--- src/rtl/pq_pkg.sv ---
// Shared constants and types for the two-requester priority-queue scheduler.
// Keys sit in the top KEY_W bits of each word; a smaller key means higher priority.
package pq_pkg;

  localparam int PQ_DEPTH  = 4;
  localparam int PQ_DATA_W = 64;
  localparam int PQ_KEY_W  = 32;

  localparam logic OP_INSERT = 1'b0;
  localparam logic OP_POP    = 1'b1;

  localparam int FLAG_EVICT = 0;
  localparam int FLAG_EMPTY = 1;

  localparam logic [1:0] RSP_NONE  = 2'b00;
  localparam logic [1:0] RSP_EVICT = 2'b01;
  localparam logic [1:0] RSP_EMPTY = 2'b10;

  typedef enum logic [1:0] {
    ST_IDLE = 2'd0,
    ST_EXEC = 2'd1,
    ST_RESP = 2'd2
  } state_t;

  typedef struct packed {
    logic                 valid;
    logic [PQ_DATA_W-1:0] data;
  } slot_t;

endpackage

--- src/rtl/pq_sorted_insert.sv ---
// Combinational stable insert of one slot into a key-sorted slot vector.
// The slot pushed past the last position comes out on overflow (all-zero when not full).
module pq_sorted_insert
  import pq_pkg::*;
#(
  parameter int DEPTH  = PQ_DEPTH,
  parameter int DATA_W = PQ_DATA_W,
  parameter int KEY_W  = PQ_KEY_W
) (
  input  logic [DEPTH-1:0][DATA_W:0] slots,
  input  logic [DATA_W:0]            new_slot,
  output logic [DEPTH-1:0][DATA_W:0] sorted,
  output logic [DATA_W:0]            overflow
);

  logic [KEY_W-1:0] new_key;
  logic [DEPTH-1:0] keep;

  assign new_key = new_slot[DATA_W-1 -: KEY_W];

  // keep[i]: slot i is valid with key <= new key, so it stays ahead (FIFO among ties)
  always_comb begin
    keep = '0;
    for (int i = 0; i < DEPTH; i++) begin
      keep[i] = slots[i][DATA_W] && (slots[i][DATA_W-1 -: KEY_W] <= new_key);
    end
  end

  for (genvar i = 0; i < DEPTH; i++) begin : g_slot
    if (i == 0) begin : g_head
      assign sorted[i] = keep[i] ? slots[i] : new_slot;
    end else begin : g_body
      assign sorted[i] = keep[i]   ? slots[i] :
                         keep[i-1] ? new_slot : slots[i-1];
    end
  end

  assign overflow = keep[DEPTH-1] ? new_slot : slots[DEPTH-1];

endmodule

--- src/rtl/pq_sched.sv ---
// Round-robin two-requester front end for a DEPTH-slot sorted priority queue.
// One command at a time: IDLE accepts, EXEC updates the array, RESP holds the reply.
module pq_sched
  import pq_pkg::*;
#(
  parameter int DEPTH  = PQ_DEPTH,
  parameter int DATA_W = PQ_DATA_W,
  parameter int KEY_W  = PQ_KEY_W
) (
  input  logic                       system1000,
  input  logic                       system1000_rstn,
  input  logic [1:0]                 req_valid,
  input  logic [1:0]                 req_op,
  input  logic [2*DATA_W-1:0]        req_data,
  output logic [1:0]                 req_ready,
  output logic [1:0]                 rsp_valid,
  input  logic [1:0]                 rsp_ready,
  output logic [DATA_W-1:0]          rsp_data,
  output logic [1:0]                 rsp_flag,
  output logic [$clog2(DEPTH+1)-1:0] count
);

  localparam int CNT_W = $clog2(DEPTH+1);
  localparam logic [CNT_W-1:0] FULL_CNT = CNT_W'(DEPTH);

  // Handshake: a command moves when req_valid[r] & req_ready[r]; a response
  // moves when rsp_valid[r] & rsp_ready[r]. Both ready/valid vectors are one-hot.
  state_t                    state;
  logic                      last_grant;
  logic                      gnt;
  logic                      cmd_op;
  logic [DATA_W-1:0]         cmd_data;
  logic [DEPTH-1:0][DATA_W:0] slots;
  logic [DEPTH-1:0][DATA_W:0] ins_slots;
  logic [DEPTH-1:0][DATA_W:0] pop_slots;
  logic [DATA_W:0]           ins_over;
  logic                      winner;
  logic                      win_op;
  logic [DATA_W-1:0]         win_data;
  logic                      full;
  logic                      empty;

  assign full  = (count == FULL_CNT);
  assign empty = (count == '0);

  // With both requesters valid, the one not granted last wins
  always_comb begin
    winner = req_valid[1];
    if (&req_valid) begin
      winner = ~last_grant;
    end
  end

  assign win_op   = winner ? req_op[1] : req_op[0];
  assign win_data = winner ? req_data[2*DATA_W-1:DATA_W] : req_data[DATA_W-1:0];

  always_comb begin
    req_ready = 2'b00;
    if (system1000_rstn && state == ST_IDLE && |req_valid) begin
      req_ready = winner ? 2'b10 : 2'b01;
    end
  end

  always_comb begin
    rsp_valid = 2'b00;
    if (state == ST_RESP) begin
      rsp_valid = gnt ? 2'b10 : 2'b01;
    end
  end

  pq_sorted_insert #(
    .DEPTH  (DEPTH),
    .DATA_W (DATA_W),
    .KEY_W  (KEY_W)
  ) u_sorted_insert (
    .slots    (slots),
    .new_slot ({1'b1, cmd_data}),
    .sorted   (ins_slots),
    .overflow (ins_over)
  );

  // Pop shifts everything toward slot 0 and zero-fills the tail
  for (genvar i = 0; i < DEPTH; i++) begin : g_pop
    if (i == DEPTH-1) begin : g_tail
      assign pop_slots[i] = '0;
    end else begin : g_shift
      assign pop_slots[i] = slots[i+1];
    end
  end

  always_ff @(posedge system1000 or negedge system1000_rstn) begin
    if (!system1000_rstn) begin
      state      <= ST_IDLE;
      last_grant <= 1'b1;
      gnt        <= 1'b0;
      cmd_op     <= OP_INSERT;
      cmd_data   <= '0;
      slots      <= '0;
      count      <= '0;
      rsp_data   <= '0;
      rsp_flag   <= RSP_NONE;
    end else begin
      case (state)
        ST_IDLE: begin
          if (|req_valid) begin
            gnt        <= winner;
            last_grant <= winner;
            cmd_op     <= win_op;
            cmd_data   <= win_data;
            state      <= ST_EXEC;
          end
        end
        ST_EXEC: begin
          state <= ST_RESP;
          if (cmd_op == OP_INSERT) begin
            slots <= ins_slots;
            if (full && ins_over[DATA_W]) begin
              rsp_data <= ins_over[DATA_W-1:0];
              rsp_flag <= RSP_EVICT;
            end else begin
              count    <= count + CNT_W'(1);
              rsp_data <= '0;
              rsp_flag <= RSP_NONE;
            end
          end else if (empty) begin
            rsp_data <= '0;
            rsp_flag <= RSP_EMPTY;
          end else begin
            rsp_data <= slots[0][DATA_W-1:0];
            slots    <= pop_slots;
            count    <= count - CNT_W'(1);
            rsp_flag <= RSP_NONE;
          end
        end
        ST_RESP: begin
          if (rsp_ready[gnt]) begin
            state <= ST_IDLE;
          end
        end
        default: state <= ST_IDLE;
      endcase
    end
  end

endmodule

--- config.mk ---
export PLATFORM = sky130hd
export DESIGN_NAME = pq_sched
export DESIGN_NICKNAME = d
export VERILOG_FILES = /design/src/rtl/pq_pkg.sv /design/src/rtl/pq_sorted_insert.sv /design/src/rtl/pq_sched.sv
export SDC_FILE = /design/constraint.sdc
export NUM_CORES = 1
export LEC_CHECK = 0
export BUFFER_PORTS_ARGS = -buffer_cell sky130_fd_sc_hd__buf_2
export CELL_PAD_IN_SITES_DETAIL_PLACEMENT = 0
export CELL_PAD_IN_SITES_GLOBAL_PLACEMENT = 1
export CORE_MARGIN = 1.5
export CORE_UTILIZATION = 25
export CTS_CLUSTER_SIZE = 12
export DETAILED_ROUTE_END_ITERATION = 10
export GPL_ROUTABILITY_DRIVEN = 0
export PLACE_DENSITY_LB_ADDON = 0.15
export SLEW_MARGIN = 20
export SYNTH_ARGS = -nofsm -noshare
export SYNTH_HDL_FRONTEND = slang
export SYNTH_SLANG_ARGS = --single-unit
--- constraint.sdc ---
create_clock -name system1000 -period 8.6 [get_ports system1000]
set_input_delay 0.43 -clock system1000 [delete_from_list [all_inputs] [get_ports system1000]]
set_output_delay 0.43 -clock system1000 [all_outputs]
set_load 0.1 [all_outputs]
# After elaboration in Yosys (flattened, before gate mapping)
# Cells that the tools add are included.
# classes
add_sub_neg,2
magnitude_cmp,5
eq_ne,11
mux,31
bitwise_logic,1
n_reduce_logical,18
# op_table
op,n
$mux W260,2
$mux W65,8
$mux W64,4
$le A32 B32 Y1,4
$mux W2,8
$reduce_and A3 Y1,5
$ne A2 B2 Y1 const B,6
$mux W3,3
$logic_and A1 B1 Y1,7
$pmux W2 S3,1
$reduce_and A2 Y1,3
$mux W1,5
$ne A2 B1 Y1 const B,2
$add A3 B1 Y3 const B,1
$eq A3 B3 Y1 const B,1
$logic_not A3 Y1,1
$sub A3 B1 Y3 const B,1
$eq A2 B1 Y1 const B,1
$eq A2 B2 Y1 const B,1
$logic_not A2 Y1,1
$lt A1 B2 Y1 const B,1
$reduce_or A2 Y1,1
$not A1 Y1,1
# word_totals
reg_bits,398
in_bits,136
out_inout_bits,73
wordCells,80

# Depth between registers and ports, before layout
# logic_depth
word_depth,6
mapped_depth,13
mapped_depth_nobuf,10

# Hierarchy
# A second synthesis with hierarchy kept.
# hier_totals
cells_unflattened,2840
area_unflattened_um2,29878.7
# modules_own_cells
module,instances,cells_each,area_each_um2,seq_area_each_um2
pq_sched,1,1332,19087.1,9960.8
pq_sorted_insert,1,1508,10791.6,0.0

# Worst setup path before layout
# No wires, ideal clock.
# synth_path
path_type,register -> output
start,reg state[0]
end,out req_ready[0]
t_arrival_ps,2809
required_time_ps,8170
setup_slack_ps,5361
stages_incl_launch_ff,8
path_buffers,3
cell_sequence,dfrtp_1 -> nor2_1 -> o21a_1 -> clkbuf_1 -> clkbuf_1 -> clkbuf_1 -> nand2_1 -> nor2_1
# synth_between
elab_chain_len,4
# synth_lines
element,line,rtl
"start, declared",pq_sched.sv:28,state_t state;
"start signal, assigned",pq_sched.sv:93,state <= ST_IDLE;
"start signal, assigned",pq_sched.sv:110,state <= ST_EXEC;
"start signal, assigned",pq_sched.sv:114,state <= ST_RESP;
$logic_not A2 Y1,pq_sched.sv:59,if (system1000_rstn && state == ST_IDLE && |req_valid) begin
$logic_and A1 B1 Y1 (2 in a row),pq_sched.sv:59,
$mux W2,pq_sched.sv:59,
"end, declared",pq_sched.sv:15,"output logic [1:0] req_ready,"
# No other way between the ends.

# Worst setup path in the final report
# layout_path
start,reg cmd_data[61]
end,"reg slots, in the netlist pop_slots[194]"
# layout_between
elab_chain_len,5
elab_cells_between_ends,9
cone_classes,order compare: 2; eq/ne: 1; mux: 3; reduce/logical: 3
# layout_lines
element,line,rtl
"start, declared",pq_sched.sv:32,logic [DATA_W-1:0] cmd_data;
"start signal, assigned",pq_sched.sv:109,cmd_data <= win_data;
$le A32 B32 Y1,pq_sorted_insert.sv:25,keep[i] = slots[i][DATA_W] && (slots[i][DATA_W-1 -: KEY_W] <= new_key);
$logic_and A1 B1 Y1,pq_sorted_insert.sv:25,
$mux W65,pq_sorted_insert.sv:34,keep[i-1] ? new_slot : slots[i-1];
$mux W65,pq_sorted_insert.sv:33,assign sorted[i] = keep[i] ? slots[i] :
$mux W260,pq_sched.sv:115,if (cmd_op == OP_INSERT) begin
"end signal, assigned",pq_sched.sv:116,slots <= ins_slots;
"end signal, assigned",pq_sched.sv:130,slots <= pop_slots;
"end, declared",pq_sched.sv:33,logic [DEPTH-1:0][DATA_W:0] slots;
# Several ways; a longest one is shown, not always the timed one. The select of a mux whose other input is x is not followed.
# A chain may end at the register's enable or synchronous reset.

==> metrics.csv <==
stage;metric;value;unit
grt;track_usage;17.2;%
worst_hold_path;min_from;req_valid[1];
worst_hold_path;hold_path_depth;3;
detailed_routing;vias_per_cell;5.02;
cts;post_cts_buffers;0;
logic_synthesis;yosysMostFrequentCell;dfrtp_1;
sta;fin_ws;3.89;ns
floorplanning;coreArea;88900;sq um
setup_path;crit_arrival;5.23;ns
finish;antenna_cells;0;
sta;rsz0062_at_grt;false;
detailed_routing;drc;0;
finish;fin_cells;3540;
finish;drive_gt1_share;14.9;%
sta;slew_headroom;32.2;%
setup_path;slowest_delay;0.65;ns
placement;dpl_worst_slack;3.78;ns
setup_path;startpoint_type;flip-flop;
floorplanning;rows;109;
finish;nets;2598;
logic_synthesis;synth_area;22600;sq um
grt;grt_pass1_wl;121000;microns
cts;tritoncts;done;
setup_path;critPathKind;reg2reg;
setup_path;cp_top_family;buffers and inverters;
logic_synthesis;synth_nets;2470;
cts;htreeDepth;2;
setup_path;end_kind;flip-flop;
placement;place.port_buffers;208;
cts;clkTransAtPathRegs;0.06;ns
logic_synthesis;ys_warn_count;0;
floorplanning;start_util;25.4;%
sta;hold_viol;0;
logic_synthesis;yosysSeqAreaShare;44.2;%
setup_path;critPathRequiredTime;9.12;ns
finish;multi_input_area;11700;sq um
sta;final.setup_skew;0.0351;ns
sta;tns;0;ns
detailed_routing;wl_per_cell;22.5;microns
logic_synthesis;yosysTopAreaCell;dfrtp_1;
cts;worst_skew_pair.late_latency;0.64;ns
cts;cts_made_buffers;52;
pwr;p_per_area;445;nW/um^2
detailed_routing;ant_nets;0;
grt;grt_pass1_vias;18500;
run;max_cap_violations;0;
detailed_routing;drt_first_pass_iters;5;
setup_path;rr_startpoint;cmd_data[61];
detailed_routing;num_vias;17800;
pwr;vdd_drop_max;0.224;mV
sta;tightestPinTransition;1.02;ns
grt;antenna_found_initial;1;
logic_synthesis;synth-async-reset-ratio;100;%
setup_path;worstSetupPathDepth;11;
placement;placed_cells;3442;
cts;clockBufferDepth;3;
floorplanning;io_pins;209;
setup_path;critPathBufInv;3;
logic_synthesis;yosys_most_used_dff;dfrtp_1;
detailed_routing;totalWireLength;79500;microns
sta;post-route-period-util;54.8;%
logic_synthesis;synth_edf_count;0;
logic_synthesis;synth.distinct_cells;54;
grt;gr-total-overflow;0;
floorplanning;die_x;303;microns
detailed_routing;drt-initial-drc-count;987;
grt;grt_max_degree;165;
cts;cts.sinks;398;
pwr;power_leakage;13.3;nW
setup_path;r2r_setup_slack;3.89;ns
logic_synthesis;yosys-top-cells-count;dfrtp_1 (397), mux2i_1 (386), a21oi_1 (248), o21ai_1 (207), and3_1 (130);
floorplanning;die_y;303;microns
sta;slew_viol_final;0;
logic_synthesis;synth_top_area_share;44.1;%
finish;fillers;9234;
cts;postCtsResizedCells;0;
worst_hold_path;holdPathEnd;last_grant;
logic_synthesis;synth_area_leaders;dfrtp_1 (44%), mux2i_1 (17%), ha_1 (7.1%), a21oi_1 (5.5%), o21ai_1 (4.6%);
finish;seq_area;9960;sq um
sta;finalSetupViolCount;0;
logic_synthesis;avgSynthCellArea;10.2;sq um
logic_synthesis;synthCells;2205;
setup_path;timing.rr.end;pop_slots[194];
status;status;finished, final reports clean;
finish;areaGrowthSynthToFinish;17.0;%
cts;root_buffer;clkbuf_16;
setup_path;crit_path_top_delay_cell;nor3_1;
logic_synthesis;synth-seq-cells;398;
setup_path;reg2regPathDepth;11;
sta;fmax;0.212;GHz
setup_path;crit_fanout;40;
floorplanning;die_area;92000;sq um
setup_path;crit_top_cell;buf_4;
placement;post-dp-hpwl;48500;microns
setup_path;crit_chain;inv_1 > ha_1 > nand4_1 > nor3_1 > nand2_1 > o31a_1 > a31oi_4 > buf_4 > a21bo_4 > buf_4 > mux2_2;
sta;fin_crit;4.71;ns
worst_hold_path;holdCritPathClass;in2reg;
[power by group]
group	internal [W]	switching [W]	leakage, nW
sequential	0.00269	0.00101	5.17
combinational	0.00182	0.00395	7.21
clock	0.00136	0.000905	0.878
total	0.00587	0.00587	13.3
[worst register-to-register path, stage by stage, from the launching register on]
cell and delay [ns]:
dfrtp_1 0.45, inv_1 0.15, ha_1 0.32, nand4_1 0.24, nor3_1 0.65, nand2_1 0.23, o31a_1 0.19, a31oi_4 0.15
buf_4 0.58, a21bo_4 0.57, buf_4 0.65, mux2_2 0.42
[kinds of logic (layout without fill, tap and decap cells)]
logic type / Yosys count / count (layout) / synth area share, %
xor gates and xnor gates: 2 / 2 / 0.0777
adders and majority gates: 129 / 129 / 7.19
and+or+nand+nor: 380 / 380 / 8.54
DFF: 398 / 398 / 44.2
AOI/OAI and AO/OA: 703 / 703 / 18.2
muxes: 388 / 388 / 17.2
buffers and inverters: 205 / 375 / 4.59
[cells in the final DEF, fill, tap and decap left out, types with 3 or more instances in the layout]
master     netlist  final
nor4_1           5      5
nand2_1         98     98
clkbuf_8         0     18
a21o_1           6      6
a21oi_1        248    247
ha_1           128    128
mux2i_1        386    386
and3_1         130    130
nand4_1         26     26
o21ai_0         61     61
nand3_1         12     11
o211ai_1         6      6
nor2_1          80     80
buf_4           16     25
clkbuf_16        0     52
dfrtp_1        397    396
a2111oi_0        3      3
a21boi_0         6      5
nor2b_1          8      8
buf_2           36    207
o2bb2ai_1       67     67
o21ai_1        207    205
clkbuf_1        89     13
o21ai_2         10     10
clkinv_2         0      5
and4_1           3      3
a22oi_1         67     67
o21a_1           4      3
bufinv_16        0      3
nor3_1           8      7
inv_1           41     41
a211oi_1         4      4
nand2b_4         0      5
[state kept, by name, indices dropped and copies added, names as in the netlist]
signal and count:
cmd_data 64, cmd_op 1, count 3, gnt 1
last_grant 1, pop_slots 195, rsp_data 64, rsp_flag 2
slots 65, state 2
[area by class of cell]
cell class	instances	area share, %
multi-input combinational	1602	44.3
sequential	398	37.8
clock buffer	83	6.06
tap	1165	5.53
timing repair buffer	238	4.97
clock inverter	13	0.783
inverter	41	0.583
[worst max path at each step]
| stage | startpoint | endpoint |
|---|---|---|
| floorplan | state[0] | req_ready[0] |
| global placement | cmd_data[33] | pop_slots[194] |
| detailed placement | cmd_data[61] | pop_slots[194] |
| CTS | cmd_data[61] | pop_slots[194] |
| global route | cmd_data[33] | pop_slots[194] |
| finish | cmd_data[61] | pop_slots[194] |
[routing by layer]
metal	vias to the layer above	global-route usage, %	wire [microns]	part of all wire [%]
li1	8413	-	-	-
met1	8859	23.6	37500	47
met2	407	28.0	36600	46
met3	107	2.56	3410	4.3
met4	0	5.26	2040	2.6
met5	-	0	0	0
[timing repair]
action / in CTS / in global routing
hold buffers: 2 / 0
endpoints found under the hold margin: 98 / 0
setup endpoints to repair: 0 / 0
[per-stage QoR]
| stage | instance area (sq um) | util, % | hold WS (ns) | total power, W |
|---|---|---|---|---|
| after detailed placement | 24600 | 27.6 | 0.477 | 0.00957 |
| after global placement | 24600 | 27.6 | 0.463 | 0.00951 |
| final | 26400 | 29.7 | 0.0911 | 0.0117 |
| after CTS | 26400 | 29.7 | 0.0497 | 0.0119 |
| after global routing | 26400 | 29.7 | 0.0803 | 0.0126 |
| after floorplan | 22600 | - | 0.134 | 0.00774 |
Note: power is estimated with default switching activity, not from simulation.
